### config.mk
export PLATFORM = sky130hd
export DESIGN_NAME = lsu_ctrl
export DESIGN_NICKNAME = d
export VERILOG_FILES = /design/src/rtl/lsu_ctrl.sv
export SDC_FILE = /design/constraint.sdc
export NUM_CORES = 1
export LEC_CHECK = 0
export ABC_AREA = 1
export CAP_MARGIN = 20
export CORE_MARGIN = 1
export CORE_UTILIZATION = 38
export CTS_CLUSTER_SIZE = 28
export DETAILED_ROUTE_END_ITERATION = 12
export GPL_ROUTABILITY_DRIVEN = 0
export PLACE_DENSITY = 0.8
export RECOVER_POWER = 50
export REMOVE_ABC_BUFFERS = 1
export SLEW_MARGIN = 20
export SYNTH_ARGS = -nofsm -noshare
export SYNTH_HDL_FRONTEND = slang
export SYNTH_SLANG_ARGS = --single-unit
### constraint.sdc
create_clock -name clk -period 1.49 [get_ports clk]
set_clock_uncertainty 0.1 [all_clocks]
set_input_delay 0.2235 -clock clk [delete_from_list [all_inputs] [get_ports clk]]
set_output_delay 0.2235 -clock clk [all_outputs]
set_load 0.02 [all_outputs]
### src/rtl/lsu_ctrl.sv
// Load/store unit between the execute stage and byte-addressed data_mem.
// Optional macro LSU_MISALIGN_TRAP_EN turns misaligned half/word accesses into error responses.
module lsu_ctrl #(
  parameter int unsigned AWIDTH = 8,
  parameter int unsigned XLEN   = 32
) (
  input  logic              clk,
  input  logic              rst,
  input  logic              req_valid,
  output logic              req_ready,
  input  logic              req_we,
  input  logic [2:0]        req_funct3,
  input  logic [XLEN-1:0]   req_addr,
  input  logic [XLEN-1:0]   req_wdata,
  output logic              rsp_valid,
  input  logic              rsp_ready,
  output logic [XLEN-1:0]   rsp_rdata,
  output logic              rsp_err,
  output logic [AWIDTH-1:0] mem_addr,
  output logic [XLEN-1:0]   mem_wdata,
  output logic [3:0]        mem_wdata_mask,
  output logic              mem_wen,
  input  logic [XLEN-1:0]   mem_rdata
);

  localparam logic [2:0] F3_B  = 3'b000;
  localparam logic [2:0] F3_H  = 3'b001;
  localparam logic [2:0] F3_W  = 3'b010;
  localparam logic [2:0] F3_BU = 3'b100;
  localparam logic [2:0] F3_HU = 3'b101;

  typedef enum logic [1:0] {IDLE, ACCESS, RESP} state_t;

  state_t          state;
  logic            we_q;
  logic [2:0]      funct3_q;
  logic            err_q;
  logic            wen_q;
  logic            req_err_c;
  logic [3:0]      req_mask_c;
  logic [XLEN-1:0] load_ext_c;
  logic            unused_addr_hi;

  assign unused_addr_hi = ^req_addr[XLEN-1:AWIDTH];

  // Decode legality and store lane mask of the incoming request
  always_comb begin
    req_err_c  = 1'b0;
    req_mask_c = 4'b0000;
    if (req_we) begin
      case (req_funct3)
        F3_B:    req_mask_c = 4'b0001;
        F3_H:    req_mask_c = 4'b0011;
        F3_W:    req_mask_c = 4'b1111;
        default: req_err_c  = 1'b1;
      endcase
    end else begin
      case (req_funct3)
        F3_B, F3_H, F3_W, F3_BU, F3_HU: req_err_c = 1'b0;
        default:                        req_err_c = 1'b1;
      endcase
    end
`ifdef LSU_MISALIGN_TRAP_EN
    case (req_funct3)
      F3_H, F3_HU: if (req_addr[0])          req_err_c = 1'b1;
      F3_W:        if (req_addr[1:0] != 2'b00) req_err_c = 1'b1;
      default:     ;
    endcase
`endif
    if (req_err_c) req_mask_c = 4'b0000;
  end

  // Sign/zero extension of the raw memory word for the captured load width
  always_comb begin
    case (funct3_q)
      F3_B:    load_ext_c = {{(XLEN-8){mem_rdata[7]}}, mem_rdata[7:0]};
      F3_H:    load_ext_c = {{(XLEN-16){mem_rdata[15]}}, mem_rdata[15:0]};
      F3_BU:   load_ext_c = {{(XLEN-8){1'b0}}, mem_rdata[7:0]};
      F3_HU:   load_ext_c = {{(XLEN-16){1'b0}}, mem_rdata[15:0]};
      default: load_ext_c = mem_rdata;
    endcase
  end

  always_ff @(posedge clk) begin
    if (rst) begin
      state          <= IDLE;
      we_q           <= 1'b0;
      funct3_q       <= 3'b000;
      err_q          <= 1'b0;
      wen_q          <= 1'b0;
      mem_addr       <= '0;
      mem_wdata      <= '0;
      mem_wdata_mask <= 4'b0000;
      rsp_valid      <= 1'b0;
      rsp_err        <= 1'b0;
      rsp_rdata      <= '0;
    end else begin
      case (state)
        IDLE: begin
          if (req_valid) begin
            we_q           <= req_we;
            funct3_q       <= req_funct3;
            err_q          <= req_err_c;
            wen_q          <= req_we && !req_err_c;
            mem_addr       <= req_addr[AWIDTH-1:0];
            mem_wdata      <= req_wdata;
            mem_wdata_mask <= req_mask_c;
            state          <= ACCESS;
          end
        end
        ACCESS: begin
          wen_q          <= 1'b0;
          mem_wdata_mask <= 4'b0000;
          rsp_valid      <= 1'b1;
          rsp_err        <= err_q;
          rsp_rdata      <= (we_q || err_q) ? '0 : load_ext_c;
          state          <= RESP;
        end
        RESP: begin
          if (rsp_ready) begin
            rsp_valid <= 1'b0;
            rsp_err   <= 1'b0;
            rsp_rdata <= '0;
            state     <= IDLE;
          end
        end
        default: state <= IDLE;
      endcase
    end
  end

  // Reset must suppress a write even in the cycle it is first asserted
  assign mem_wen   = wen_q && !rst;
  assign req_ready = (state == IDLE) && !rst;

endmodule

==> results.ini <==
[status]
status=finished, violations left
violations=setup timing

[critical_path]
crit_path_max_incr_delay_ns=0.34
startpoint=state[1]
worst-path-max-fanout=5
cp.depth=9
slowest_stage=dfxtp_2
critPathKind=flop to flop
r2r_setup_slack_ns=-0.007
endpoint_kind=flop
crit_chain=inv_2, buf_6, nand2_4, inv_4, o21ai_4, buf_12, clkbuf_16, nand2_1, a21oi_1
r2r_cells=9
crit_buf_inv=5
worstReg2RegEnd=rsp_rdata[10]
cp_data_arrival_time_ns=1.66
critPathTopFamily=buffers and inverters
cp-start-kind=flop
rr_startpoint=state[1]
required_ns=1.66

[synth]
avgSynthCellArea_um2=7.66
synthMuxAreaShare_pct=0
synthAdderAreaFrac_pct=0
synth_cell_type_count=21
yosys.area_share.xor_xnor_pct=0
synthSimpleGateAreaFrac_pct=26.1
syn-cell-area_mm2=0.00324
synth_compound_area_share_pct=15.6
synthCells=423
ys_seq_elements=85
yosysWarningCount=0
seq_area_frac_synth_pct=52.5
synth_top_family_by_area=simple AND/OR/NAND/NOR gates

[cells_and_area]
syn_to_final_growth_pct=64.4
final_nets=698
fillers=712
multi_input_area_mm2=0.00141
drive_above_1_share_pct=15.0
final-seq-area_mm2=0.00170
instances_no_fill=704
diodes=0
final_util_pct=64.9

[grt]
grt_util_all_layers_pct=20.7
gr-total-overflow=0
grt_pass1_wl_um=14500
grt_max_degree=42
grt_antenna_before_repair=0
grt_pass1_vias=3237

[place]
dpl.cell_count=679
portBuffers=159
dp_hpwl_um=6520

[drt]
drt-vias-per-instance=4.93
vias=3468
antenna_left=0
wire_per_inst_um=13.8
first_pass_iters=6
drt-initial-drc-count=132
route.detailed.drc=0
finalWirelength_um=9710

[timing]
worstMarginPinSlew_ns=0.366
slew_violations=0
setup_slack_ns=-0.00658
setup_viol=1
slew_headroom_pct=75.6
rsz0062_at_grt=true
timing.final.crit_share_pct=100
tns_ns=-0.00658
hold_viol=0
fmax_ghz=0.668
finalCriticalPeriod_ns=1.50

[clocking]
insertion_delay_ns=0.34
htree_levels=3
ctsHoldBuffers=0
cts_made_buffers=9
root_buffer=clkbuf_8
path_clk_slew_ns=0.08
cts_num_sinks=85
cts_tree=done
cts.path.max_buffers=2

[power]
power_frac_clock_pct=28.0
p_seq_share_pct=47.6
swShare_pct=29.2
power.internal_w=0.00374
ir_drop_uv=670
power.density_mw_per_mm2=990
p_comb_share_pct=24.4
p_sw_w=0.00154
power_leakage_nw=2.39

[min_path]
hp-class=input pin to flop
hold_depth=3
hold_start=rst
hold_end=state[0]

[floorplan]
initial_core_util_pct=39.5
ios=184
die_h_um=94.4
die_area_mm2=0.00890
fp.dieW_um=94.4
coreArea_mm2=0.00822
rows=33

[job]
drv_cap=0

[logic make-up (layout without fill, tap and decap cells)]
family          Yosys count  in the layout
simple gates            199            199
compound gates           98             98
flops                    85             85
buf+inv                  41            217
[cell usage in the layout (no fill, tap or decap), types with 3 or more instances in the layout]
cell type,count
nor2_1,89
dfxtp_1,83
clkdlybuf4s50_1,78
dlygate4sd2_1,78
nand2_1,61
o21ai_0,51
a21oi_1,35
nand3_1,20
buf_4,18
or2_2,17
clkbuf_8,11
a21oi_2,9
inv_1,8
buf_12,8
nand2_2,5
inv_2,3
clkinv_2,3
[how the worst max path moves through the flow]
stage,end,slack [ns]
3_3_place_gp,mem_wen,-0.32
2_1_floorplan,mem_wdata_mask[2],-0.62
3_5_place_dp,req_ready,-0.32
6_report,rsp_rdata[10],-0.007
5_1_grt,mem_wdata[10],-0.07
4_1_cts,rsp_rdata[6],-0.07
[worst reg2reg max path: stages, from the launching register on]
cell	delay, ns
dfxtp_2	0.34
inv_2	0.04
buf_6	0.12
nand2_4	0.10
inv_4	0.06
o21ai_4	0.16
buf_12	0.15
clkbuf_16	0.15
nand2_1	0.06
a21oi_1	0.14
[power groups by stage]
stage	clock network [W]	logic (W)	registers, W
floorplan	0	0.000371	0.00274
global placement	0	0.00128	0.00256
detailed placement	0	0.00130	0.00257
CTS	0.00153	0.00120	0.00251
global route	0.00163	0.00140	0.00253
finish	0.00148	0.00129	0.00251
[layout make-up]
| class | instances | area share, % |
|---|---|---|
| sequential | 85 | 32.0 |
| tap | 105 | 2.47 |
| multi-input combinational | 297 | 26.4 |
| timing repair buffer | 189 | 34.9 |
| inverter | 12 | 0.892 |
| clock inverter | 4 | 0.423 |
| clock buffer | 12 | 2.91 |
[synth_stat cells]
master,n,area share [%]
nand3_2,1,0.31
nand3_1,20,3.1
o21ai_0,51,7.9
inv_2,4,0.46
nand4_1,1,0.19
or2_2,17,3.3
nand2_1,65,7.5
o211ai_1,1,0.23
nor3_4,1,0.50
nor3_1,1,0.15
dfxtp_1,85,52
o21bai_1,1,0.23
nand2_2,2,0.39
buf_4,5,1.2
a21oi_1,44,6.8
inv_1,8,0.93
clkbuf_1,11,1.3
buf_2,13,2.0
o21ai_4,1,0.50
nor2_1,90,10
nor2_2,1,0.19
[sequential cells by signal, indices dropped and copies added (netlist names)]
register / cells
mem_addr: 8
mem_wdata: 32
rsp_err: 1
wen_q: 1
we_q: 1
rsp_rdata: 32
state: 2
funct3_q: 3
mem_wdata_mask: 3
rsp_valid: 1
err_q: 1
[what timing repair did]
item,4_1_cts,5_1_grt
gates cloned,0,3
hold endpoints to repair,0,0
setup buffers,0,6
endpoints found under the setup margin,96,38
pin swaps,0,4
gates resized for setup,83,22
[metal layers]
layer  global-route usage [%]  share of wire, %  wire (um)  up-vias
met2                     34.7                47       4520      154
met5                        0                 0          0        -
met3                     9.18                12       1170       22
met1                     22.6                39       3770     1586
li1                         -                 -          -     1706
met4                     8.85               2.5        246        0
[metrics by stage]
step	setup WS [ns]	total power [W]	area (um2)	hold slack [ns]
3_5_place_dp	-0.320	0.00386	5070	0.350
3_3_place_gp	-0.318	0.00384	5070	0.346
6_report	-0.00658	0.00528	5330	0.310
4_1_cts	-0.0691	0.00524	5150	0.323
5_1_grt	-0.0717	0.00556	5330	0.334
2_1_floorplan	-0.620	0.00311	3100	0.193
Power figures use the tool's default switching activity.
